$ cat config.mk
export PLATFORM = sky130hd
export DESIGN_NAME = seq_fx_multiply
export DESIGN_NICKNAME = d
export VERILOG_FILES = /design/src/rtl/seq_fx_multiply.sv
export SDC_FILE = /design/constraint.sdc
export NUM_CORES = 1
export LEC_CHECK = 0
export ABC_AREA = 1
export BUFFER_PORTS_ARGS = -buffer_cell sky130_fd_sc_hd__buf_2
export CAP_MARGIN = 20
export CORE_ASPECT_RATIO = 1.4
export CORE_MARGIN = 8
export CORE_UTILIZATION = 55
export CTS_CLUSTER_DIAMETER = 200
export DETAILED_ROUTE_END_ITERATION = 8
export GPL_ROUTABILITY_DRIVEN = 0
export GPL_TIMING_DRIVEN = 0
export PLACE_DENSITY_LB_ADDON = 0.25
export SLEW_MARGIN = 20
export SYNTH_ARGS = -nofsm -noshare
export SYNTH_HDL_FRONTEND = slang
export SYNTH_SLANG_ARGS = --single-unit
export TNS_END_PERCENT = 100
$ cat constraint.sdc
create_clock -name i_clk -period 7.56 [get_ports i_clk]
set_input_delay 2.268 -clock i_clk [delete_from_list [all_inputs] [get_ports i_clk]]
set_output_delay 2.268 -clock i_clk [all_outputs]
set_load 0.02 [all_outputs]
$ cat src/rtl/seq_fx_multiply.sv
// Sequential shift-add fixed-point multiplier: signed S1.14 times unsigned 2.14.
// The result is an S1.14 product, rounded half toward +inf and saturated.
// Each cycle consumes BITS_PER_CYCLE multiplier bits; no hardware multiplier is used.
// The handshake is valid/ready on both sides, and i_en is a global stall.
module seq_fx_multiply #(
   parameter int BITS_PER_CYCLE = 2     // 1, 2 or 4
) (
   input  logic        i_clk,
   input  logic        i_rst,
   input  logic        i_en,
   input  logic        i_valid,
   output logic        o_ready,
   input  logic [15:0] i_a,
   input  logic [15:0] i_b,
   output logic        o_valid,
   input  logic        i_ready,
   output logic [15:0] o_result
);

   localparam int N_ITER = 16 / BITS_PER_CYCLE;
   localparam int CW     = (N_ITER > 1) ? $clog2(N_ITER) : 1;

   typedef enum logic [1:0] {S_IDLE = 2'd0, S_CALC = 2'd1, S_DONE = 2'd2} state_t;

   state_t             state_q, state_d;
   logic [CW-1:0]      cnt_q;
   logic signed [33:0] a_q;        // multiplicand, pre-shifted by k*BITS_PER_CYCLE
   logic [15:0]        b_q;        // multiplier, shifted right as its bits are consumed
   logic signed [33:0] acc_q;
   logic [15:0]        result_q;
   logic signed [33:0] pp, acc_d;
   logic signed [19:0] rnd;
   logic [15:0]        sat_d;
   logic               accept, last;

   assign accept = i_valid && (state_q == S_IDLE);
   assign last   = (state_q == S_CALC) && (cnt_q == CW'(N_ITER - 1));

   // Partial product a*d for the low multiplier bits, built only from shifted copies of a.
   // The multiplicand is shifted left every cycle, so the shift by k*BITS_PER_CYCLE is already applied.
   always_comb begin
      pp = '0;
      for (int j = 0; j < BITS_PER_CYCLE; j++)
         if (b_q[j]) pp = pp + (a_q <<< j);
   end

   // Accumulate, then round (add 2^13, arithmetic shift right by 14) and saturate to 16 bits.
   always_comb begin
      acc_d = acc_q + pp;
      rnd   = 20'((acc_d + 34'sd8192) >>> 14);
      if (rnd > 20'sd32767)       sat_d = 16'h7FFF;
      else if (rnd < -20'sd32768) sat_d = 16'h8000;
      else                        sat_d = rnd[15:0];
   end

   // FSM state register; i_en low freezes it.
   always_ff @(posedge i_clk or posedge i_rst) begin
      if (i_rst)     state_q <= S_IDLE;
      else if (i_en) state_q <= state_d;
   end

   // FSM next state: accept in IDLE, run N_ITER steps, then hold the result until it is consumed.
   always_comb begin
      state_d = state_q;
      case (state_q)
         S_IDLE:  if (accept)  state_d = S_CALC;
         S_CALC:  if (last)    state_d = S_DONE;
         S_DONE:  if (i_ready) state_d = S_IDLE;
         default: state_d = S_IDLE;
      endcase
   end

   // FSM outputs. o_ready is low in DONE, so a new operand cannot arrive on the consume edge.
   always_comb begin
      o_ready = (state_q == S_IDLE);
      o_valid = (state_q == S_DONE);
   end

   assign o_result = result_q;

   // Datapath: capture operands on accept and step the shift-add during CALC.
   // The result register only loads on the last step.
   always_ff @(posedge i_clk or posedge i_rst) begin
      if (i_rst) begin
         a_q      <= '0;
         b_q      <= '0;
         acc_q    <= '0;
         cnt_q    <= '0;
         result_q <= '0;
      end else if (i_en) begin
         if (accept) begin
            a_q   <= {{18{i_a[15]}}, i_a};
            b_q   <= i_b;
            acc_q <= '0;
            cnt_q <= '0;
         end else if (state_q == S_CALC) begin
            a_q   <= a_q <<< BITS_PER_CYCLE;
            b_q   <= b_q >> BITS_PER_CYCLE;
            acc_q <= acc_d;
            cnt_q <= cnt_q + 1'b1;
            if (last) result_q <= sat_d;
         end
      end
   end

endmodule

; ---- Word level (Yosys, flattened, before mapping)
; Cells that the tools add are included.
[totals]
out_inout_bits = 18
in_bits = 37
regBits = 105
wordCells = 42
[op_classes]
n_reduce_logical = 7
n_mux = 16
n_addsub = 4
eq_ne = 6
n_bitwise = 1
order_cmp = 2
[op_table]
columns = operator, n
row1 = $mux 34, 6
row2 = $add 34x34->34, 2
row3 = $mux 16, 4
row4 = $add 34x15->34 const B, 1
row5 = $gt 20x16->1 const B, 1
row6 = $lt 20x16->1 const B, 1
row7 = $reduce_and 4->1, 2
row8 = $mux 2, 3
row9 = $mux 3, 2
row10 = $pmux 2 s3, 1
row11 = $ne 2x1->1 const B, 2
row12 = $add 3x1->3 const B, 1
row13 = $eq 3x3->1 const B, 1
row14 = $eq 2x1->1 const B, 1
row15 = $eq 2x2->1 const B, 1
row16 = $logic_and 1x1->1, 2
row17 = $logic_not 2->1, 1
row18 = $ne 2x2->1 const B, 1
row19 = $reduce_and 2->1, 1
row20 = $reduce_bool 2->1, 1
row21 = $not 1->1, 1

; ---- Longest topological paths before layout
; Gate-level depths: netlist of the first run.
[logic_depth]
ltp_word = 8
mapped_depth = 46
depth_no_buf = 41

; ---- Least setup slack after synthesis of the first run
; OpenSTA, ideal clock, no wires.
[synth_path]
kind = register to register
start = reg b_q[0]
end = reg result_q[1] (netlist: o_result[1])
t_required_ns = 7.442
n_path_buf = 5
setup_slack_ns = 2.080
path_stages_with_launch = 44
period_less_slack_ns = 5.480
arrival_time_ns = 5.362
setup_time_ns = 0.118
cell_sequence = dfrtp_1 > buf_6 > buf_6 > clkbuf_1 > clkbuf_1 > nand2_1 > inv_1 > ha_1 > a21oi_1 > a21boi_0 > nand3_1 > o21bai_1 > nand2_1 > nand2_1 > nand2_1 > o21ai_0 > nand2_1 > nand2_1 > [... 8 more ...] > nand2_2 > xnor2_2 > inv_1 > ha_1 > nand2_2 > nor2_4 > nand3_2 > nor2_4 > nand4_1 > nand2_1 > nand2_1 > inv_1 > nand2_1 > nand2_2 > nand2_2 > buf_6 > nor2_2 > nor2_2
[synth_via]
elab_chain_len = 8
word_cells_on_any_way = 9
cone_classes = add/sub: 3 / order compare: 2 / mux: 4
[synth_lines]
columns = element, line
row1 = "start, declared", 28  ; logic [15:0] b_q;
row2 = "start signal, assigned", 93  ; b_q <= i_b;
row3 = "start signal, assigned", 98  ; b_q <= b_q >> BITS_PER_CYCLE;
row4 = $mux 34 (*), 44  ; if (b_q[j]) pp = pp + (a_q <<< j);
row5 = $add 34x34->34, 44
row6 = $mux 34 (*), 44
row7 = $add 34x34->34 (*), 49  ; acc_d = acc_q + pp;
row8 = $add 34x15->34 (*), 50  ; rnd = 20'((acc_d + 34'sd8192) >>> 14);
row9 = $lt 20x16->1, 52  ; else if (rnd < -20'sd32768) sat_d = 16'h8000;
row10 = $mux 16, 52
row11 = $mux 16 (*), 51  ; if (rnd > 20'sd32767) sat_d = 16'h7FFF;
row12 = "end signal, assigned", 101  ; if (last) result_q <= sat_d;
row13 = "end, declared", 30  ; logic [15:0] result_q;
; Mark *: on every way between the ends. The rest lies on a longest branch, timed or not.
; A chain may end at the register's enable or synchronous reset.

; ---- Final worst setup path of the first run
[layout_path]
start = reg b_q[0]
end = reg result_q[8] (netlist: o_result[8])
; Same word-level chain as after synthesis.

==> run metrics, run 1 <==
Initial Utilization 55.36%; TritonCTS buffer count 9; Mapped Nets approximately 1,700; dominant synthesized flop cell dfrtp_1; routed length per instance 15.44 um; Final Hold Vio Count 0; TritonCTS clock tree yes; Ports 55; Crit Path Max Fanout 10; Distinct cells, synth 51; sequential share of the synthesized area 25.82%; # port buffers 53; Worst Hold Class register to register; final WL 29,830 um; Clock Root Buffer clkbuf_16; Post-Syn Area per Cell 6.289 sq um; top cell type's share of synthesized area 25.82%; unrepaired setup endpoints after global routing no; Worst Setup End Kind register; highest-delay cell along the critical path clkbuf_1; vias per inst 5.481; Overflow after GRT 0; clk_lat worst skew between 0.3 and 0.4 ns; Fmax achieved 145.6 MHz; Area Growth Syn to Fin 9.061%; Synth Register Bits 105; Slew @ Worst Pin between 0.7 and 0.8 ns; layout cells sized above 1 11.97%; Slew HR 48.37%; Post-Synth Adder-Cell Area under 10%; commonest non-fill, non-tap cell in the layout nand2_1; Post-DRT Antenna Nets 0; pins over their slew limit 0; core area 18,380 sq um; endpoints failing setup 0; Die X approximately 130 um; post-synthesis mux area share 0%; Inst Count DP roughly 1,900; ys async rst share 100.0%; Vias roughly 11,000; crit path DAT about 7.1 ns; largest net degree at the start of global routing 55; Synth Instances around 1,600; most frequent cells in the layout 524 x nand2_1, 221 x inv_1, 139 x nor2_1; largest family of logic cells by synthesized area simple AND/OR/NAND/NOR gates; initial antenna violation count 0; First-pass DRT Iterations 6; row count 59; DP HPWL 24,460 um; H-tree Lvls 3; status complete, no violations; Synth Warn # 0; Compound-Gate Fraction of Synth Area between 10% and 20%; Starting DRT DRC Count approximately 700; Post-Syn Area 10,180 sq um; Max Buffers Root-to-Sink 2; Startpoint Class register; Nets 1,778; Worst Path Required 7.82 ns; Sum Neg Setup Slack 0 ns; Synth area leader dfrtp_1; Tmin final just under 7 ns; crit-path max cell delay 0.49 ns; DRC violations left 0; Die Y-Extent 176.9 um; vias in the first global route 10,410; Tcrit/Tclk final 90.84%; die area 23,170 sq um; GRT Total Usage between 20% and 30%; clk_skew 0.01193 ns; Worst Path Class, Setup register to register; antenna cell count 0; clock-pin slew on the worst setup and hold paths about 0.080 ns; Sink Count 105; CP dominant cell by count nand2_1; post-synthesis share of cell area spent on xor and xnor gates 3.000%; Max-Cap Viols 0; first-pass GRT wire length 49,030 um; Synth Area in Simple Gates around 39%; fin cells 1,932; Post-synth EDFFs 0; Post-CTS Setup Inserts 0; synth top area cells dfrtp_1 26%, nand2_1 19%, inv_1 8.2%, ha_1 6.9%, nor2_1 5.1%
==> per-stage QoR <==
stage               util, %  setup slack (ns)  area [sq um]  hold WS, ns
finish                60.38            0.6928         11100       0.4857
global route          60.38           0.01003         11100       0.5124
CTS                   60.37            0.5091         11100       0.4929
detailed placement    58.64            0.5152         10780       0.4731
global placement      58.46            0.6056         10750       0.4615
floorplan                 -             2.080         10180       0.4534
==> routing by layer <==
layer  vias up  share of wire (%)  GRT usage [%]
met1      4859                 40          29.65
met3        98                4.4          3.136
met4         0                5.6          15.22
li1       5321                  -              -
met5         -                  0              0
met2       311                 50          47.59
==> synth_stat cells (2+ instances only) <==
master and instances:
buf_6 4, or2_2 12, ha_1 56, inv_1 222, a21o_1 3, a21oi_1 55
nor2_1 139, o211ai_1 25, clkbuf_1 32, clkinv_1 4, nor4_1 2, nand3b_1 2
nand3_2 7, o21bai_1 4, o21ai_2 2, dfrtp_1 105, a32o_1 6, nand4_1 18
inv_2 15, nor3_2 2, nand2_2 32, o22ai_1 3, nor3_1 9, a22o_1 6
nor2_2 37, xnor2_1 6, o221ai_1 18, nand3_1 92, nor2_4 6, and2_1 5
o21ai_0 99, nand2_1 524, xor2_1 27, a31oi_1 17, nand2_4 5, fa_1 2
==> what timing repair did <==
item                       CTS  global route
setup endpoints to repair    0            15
hold buffers                 0             0
resized for setup            0             2
==> final timing paths <==
check / start / to / slack (ns) / depth (start not counted)
max: b_q[0]$_DFFE_PP0P_ / o_result[8]$_DFFE_PP0P_ / 0.69 / 43
min: o_result[12]$_DFFE_PP0P_ / o_result[12]$_DFFE_PP0P_ / 0.49 / 2
max reg2reg: b_q[0]$_DFFE_PP0P_ / o_result[8]$_DFFE_PP0P_ / 0.69 / 43
min reg2reg: o_result[12]$_DFFE_PP0P_ / o_result[12]$_DFFE_PP0P_ / 0.49 / 2
max in group asynchronous: i_rst / b_q[12]$_DFFE_PP0P_ / 4.97 / 3
min in group asynchronous: i_rst / o_result[13]$_DFFE_PP0P_ / 1.95 / 2
==> state kept, by name, summed over array words and instances (netlist names) <==
name	flops
a_q	34
acc_q	34
b_q	16
cnt_q	3
o_result	16
state_q	2
==> cells by family after synthesis <==
kind of cell / after synthesis
DFF: 105
xor gates and xnor gates: 34
buffers and inverters: 279
AOI/OAI and AO/OA: 244
adders and majority gates: 58
and+or+nand+nor: 898
==> layout make-up <==
type / instances / area, sq um
fillers: 1754 / 7283
multi-input cells: 1234 / 6470
flip-flops and latches: 105 / 2628
inverters: 241 / 909.6
well taps: 244 / 305.3
repair buffers: 54 / 292.8
clock buffers: 9 / 225.2
plain buffers: 38 / 175.2
clock inverters: 7 / 92.59
==> worst max-delay path: cells and delay by family, from the launching register on <==
family,cells,cell delay [ns]
xor+xnor,2,0.31
fa+ha+maj,3,0.80
buf+inv,9,1.66
flops,1,0.35
simple gates,24,2.59
compound gates,5,1.02
Power of run 1 is left out: the tool's default activity adds up to more than one toggle a clock period on the data nets, which glitch-free logic cannot reach.
==> inputs of run 2 (changes only) <==
--- a/config.mk
+++ b/config.mk
@@ -5,12 +5,12 @@
 export SDC_FILE = /design/constraint.sdc
 export NUM_CORES = 1
 export LEC_CHECK = 0
-export ABC_AREA = 1
+export ABC_AREA = 0
 export BUFFER_PORTS_ARGS = -buffer_cell sky130_fd_sc_hd__buf_2
 export CAP_MARGIN = 20
 export CORE_ASPECT_RATIO = 1.4
 export CORE_MARGIN = 8
-export CORE_UTILIZATION = 55
+export CORE_UTILIZATION = 65
 export CTS_CLUSTER_DIAMETER = 200
 export DETAILED_ROUTE_END_ITERATION = 8
 export GPL_ROUTABILITY_DRIVEN = 0
==> constraint.sdc (replaced) <==
create_clock -name i_clk -period 8.02 [get_ports i_clk]
set_input_delay 2.406 -clock i_clk [delete_from_list [all_inputs] [get_ports i_clk]]
set_output_delay 2.406 -clock i_clk [all_outputs]
set_load 0.02 [all_outputs]
==> run 2 against run 1 <==
Compared with the run above: setup slack got worse by 0.39 ns; via count fell by 8.7%; sequential share of layout area rose by 1.3 points; synthesized cell count fell by 27%; register-to-register slack got worse by 0.39 ns; critical path type unchanged; largest cell class unchanged; highest routed layer unchanged.
==> run metrics, run 2 <==
status complete, no violations; Synth Warn # 0 (unchanged); Post-DRT Antenna Nets 0 (unchanged); Ports 55 (unchanged); largest net degree at the start of global routing 74 (+35%); Starting DRT DRC Count 893 (+31%); Synth area leader dfrtp_1; most frequent cell after synthesis nand2_1; Max Buffers Root-to-Sink 2 (unchanged); P_leak 4.619 nW; Fmax achieved 129.5 MHz (-11%); top cell type's share of synthesized area 27.53% (+1.7 points); Worst Path Required 8.27 ns (+0.45 ns); crit path DAT 7.97 ns (+0.84 ns); P_sw 2.111 mW; Power Density between 300 and 400 nW/um^2; Worst Hold End b_q[4]$_DFFE_PP0P_; Die X 118.4 um (-9.6%); fin cells 1,449 (-25%); Synth Register Bits 105 (unchanged); Sum Neg Setup Slack 0 ns (unchanged); crit-path max cell delay 0.59 ns (+0.10 ns); Max-Cap Viols 0 (unchanged); Post-synth top cells 161 x nand2_1, 105 x dfrtp_1, 101 x o21ai_0, 81 x a21oi_1, 76 x nor2_1; Clock power frac a little under an eighth; Inst Count DP 1,432 (-25%); pins over their slew limit 0 (unchanged); Largest regs a_q: 34 flops, acc_q: 34 flops; Tmin final 7.720 ns (+0.8526 ns); H-tree Lvls 3 (unchanged); Slew @ Worst Pin 0.9034 ns (+0.1289 ns); Hold WS 0.4856 ns (-0.00005400 ns); most frequent cells in the layout 161 x nand2_1, 104 x dfrtp_1, 100 x o21ai_0; final WL 28,210 um (-5.4%); Worst Hold Class register to register; worst r2r dst o_result[0]$_DFFE_PP0P_; dominant synthesized flop cell dfrtp_1; Crit Path Max Fanout 19 (+9); commonest non-fill, non-tap cell in the layout nand2_1; Synth Instances 1,188 (-27%); die area 18,870 sq um (-19%); Setup WS pre-CTS -0.7994 ns (-1.315 ns); highest-delay cell along the critical path or4b_4; Post-Syn Area per Cell 8.034 sq um (+28%); Mapped Nets 1,283 (-25%); row count 52 (-12%); Slew HR 39.55% (-8.8 points); Post-synth EDFFs 0 (unchanged); Critical Path Start b_q[0]$_DFFE_PP0P_; DP HPWL 20,960 um (-14%); Tcrit/Tclk final 96.26% (+5.4 points); Die Y-Extent 159.4 um (-9.9%); r2r startpoint b_q[0]$_DFFE_PP0P_; total power ~4 mW; layout cells sized above 1 12.62% (+0.65 points); initial antenna violation count 0 (unchanged); vias in the first global route 9,471 (-9.0%); DRC violations left 0 (unchanged); Vias 9,672 (-8.7%); endpoints failing setup 0 (unchanged); GRT Total Usage 29.73% (+3.1 points); vias per inst 6.675 (+22%); clk_lat worst skew 0.37 ns (about the same); Pint 2.006 mW; DP Area 10,080 sq um (-6.5%); Final Hold Vio Count 0 (unchanged); Worst Setup End Kind register; core area 14,440 sq um (-21%); Post-Syn Area 9544 sq um (-6.2%); Distinct cells, synth 84 (+65%); # port buffers 54 (+1.9%); clock-pin slew on the worst setup and hold paths 0.07 ns (about the same); Initial Utilization 66.08% (+11 points); Switching Share 51.28%; Overflow after GRT 0 (unchanged); final core occ 72.79% (+12 points); TritonCTS clock tree yes; Nets 1,350 (-24%); peak supply drop 0.2235 mV; cells on worst reg2reg path 34 (-21%); Sink Count 105 (unchanged); Hold Path Stages 2 (unchanged); TritonCTS buffer count 9 (unchanged); synth top area cells dfrtp_1 28%, ha_1 7.3%, nand2_1 6.3%, o21ai_0 5.3%, a21oi_1 4.2%; design area 10,510 sq um (-5.3%); clk_skew 0.008736 ns (-0.003197 ns); antenna cell count 0 (unchanged); sequential fraction of design power 22.7%; sequential share of the synthesized area 27.53% (+1.7 points); routed length per instance 19.47 um (+26%); Area Growth Syn to Fin 10.16%; CP dominant cell by count nand2_1; setup slack, reg-to-reg 0.30 ns (-0.39 ns); first-pass GRT wire length 46,210 um (-5.8%); Startpoint Class register; ys async rst share 100.0% (unchanged); post-route worst setup slack 0.3002 ns (-0.3926 ns); First-pass DRT Iterations 5 (-1); combinational fraction of design power 65.7%; FILL cells 1,172 (-33%); Worst Min Path Start b_q[4]$_DFFE_PP0P_; Clock Root Buffer clkbuf_16; Worst Path Class, Setup register to register
## run 2: cell count changes after synthesis, sizes merged, moves of 18 or more
cell / before / now
nand2: 561 / 170
nor2: 183 / 76
xnor2: 7 / 35
inv: 237 / 28
and2: 6 / 30
a21oi: 56 / 84
nand3: 99 / 40
a21o: 3 / 24
mux2i: 0 / 27
a211oi: 0 / 18
a221o: 0 / 22
clkbuf: 32 / 61
## run 2: logic make-up (layout without fill, tap and decap cells)
group	Yosys count	count (layout)	synth area share [%]
flip-flops	105	105	27.53
AO/OA/AOI/OAI	389	389	27.31
adder cells (fa/ha/maj)	58	58	7.761
AND/OR/NAND/NOR	424	424	22.15
multiplexers	41	41	4.483
XOR/XNOR	64	64	6.175
buffers and inverters	107	179	4.588
## run 2: how the worst max path moves through the flow
stage	to	cells past startpoint	slack, ns
finish	o_result[0]$_DFFE_PP0P_	34	0.30
global route	o_result[0]$_DFFE_PP0P_	34	-0.1
CTS	o_result[6]$_DFFE_PP0P_	35	0.02
detailed placement	o_result[3]$_DFFE_PP0P_	35	-0.80
global placement	o_result[2]$_DFFE_PP0P_	35	-0.67
floorplan	o_result[0]$_DFFE_PP0P_	36	0.88
## run 2: layout make-up
class	count	area [sq um]	area share, %
Multi-Input combinational cell	976	6573	62.51
Clock inverter	6	65.06	0.6188
Clock buffer	10	239.0	2.273
Buffer	77	341.6	3.249
Timing Repair Buffer	58	320.3	3.047
Inverter	28	110.1	1.047
Tap cell	189	236.5	2.249
Sequential cell	105	2629	25.00
## run 2: critical path: cells and delay by family, from the launching register on
family	cells	cell delay, ns
AO/OA/AOI/OAI	10	1.78
XOR/XNOR	1	0.14
adder cells (fa/ha/maj)	3	0.94
buffers and inverters	7	1.22
flip-flops	1	0.48
multiplexers	1	0.13
AND/OR/NAND/NOR	12	2.90
## run 2: routing by layer
layer  wire, um  global-route usage (%)
met1      10600                   32.75
met2      14020                   51.41
met3       1724                   4.791
met4       1865                   20.43
met5          0                       0
## run 2: timing repair
action | 4_1_cts | 5_1_grt
hold buffers | 0 | 0
resized for setup | 10 | 20
setup buffers | 1 | 2
endpoints found under the setup margin | 16 | 16
pin swaps | 1 | 1
## run 2: power by group through the flow
stage / registers, mW / logic, mW / clock network (mW)
finish: 0.936 / 2.71 / 0.476
global route: 0.963 / 2.97 / 0.494
CTS: 0.929 / 2.61 / 0.476
detailed placement: 0.938 / 2.58 / 0
global placement: 0.928 / 2.52 / 0
floorplan: 0.929 / 1.94 / 0
Note: power is estimated with default switching activity, not from simulation.
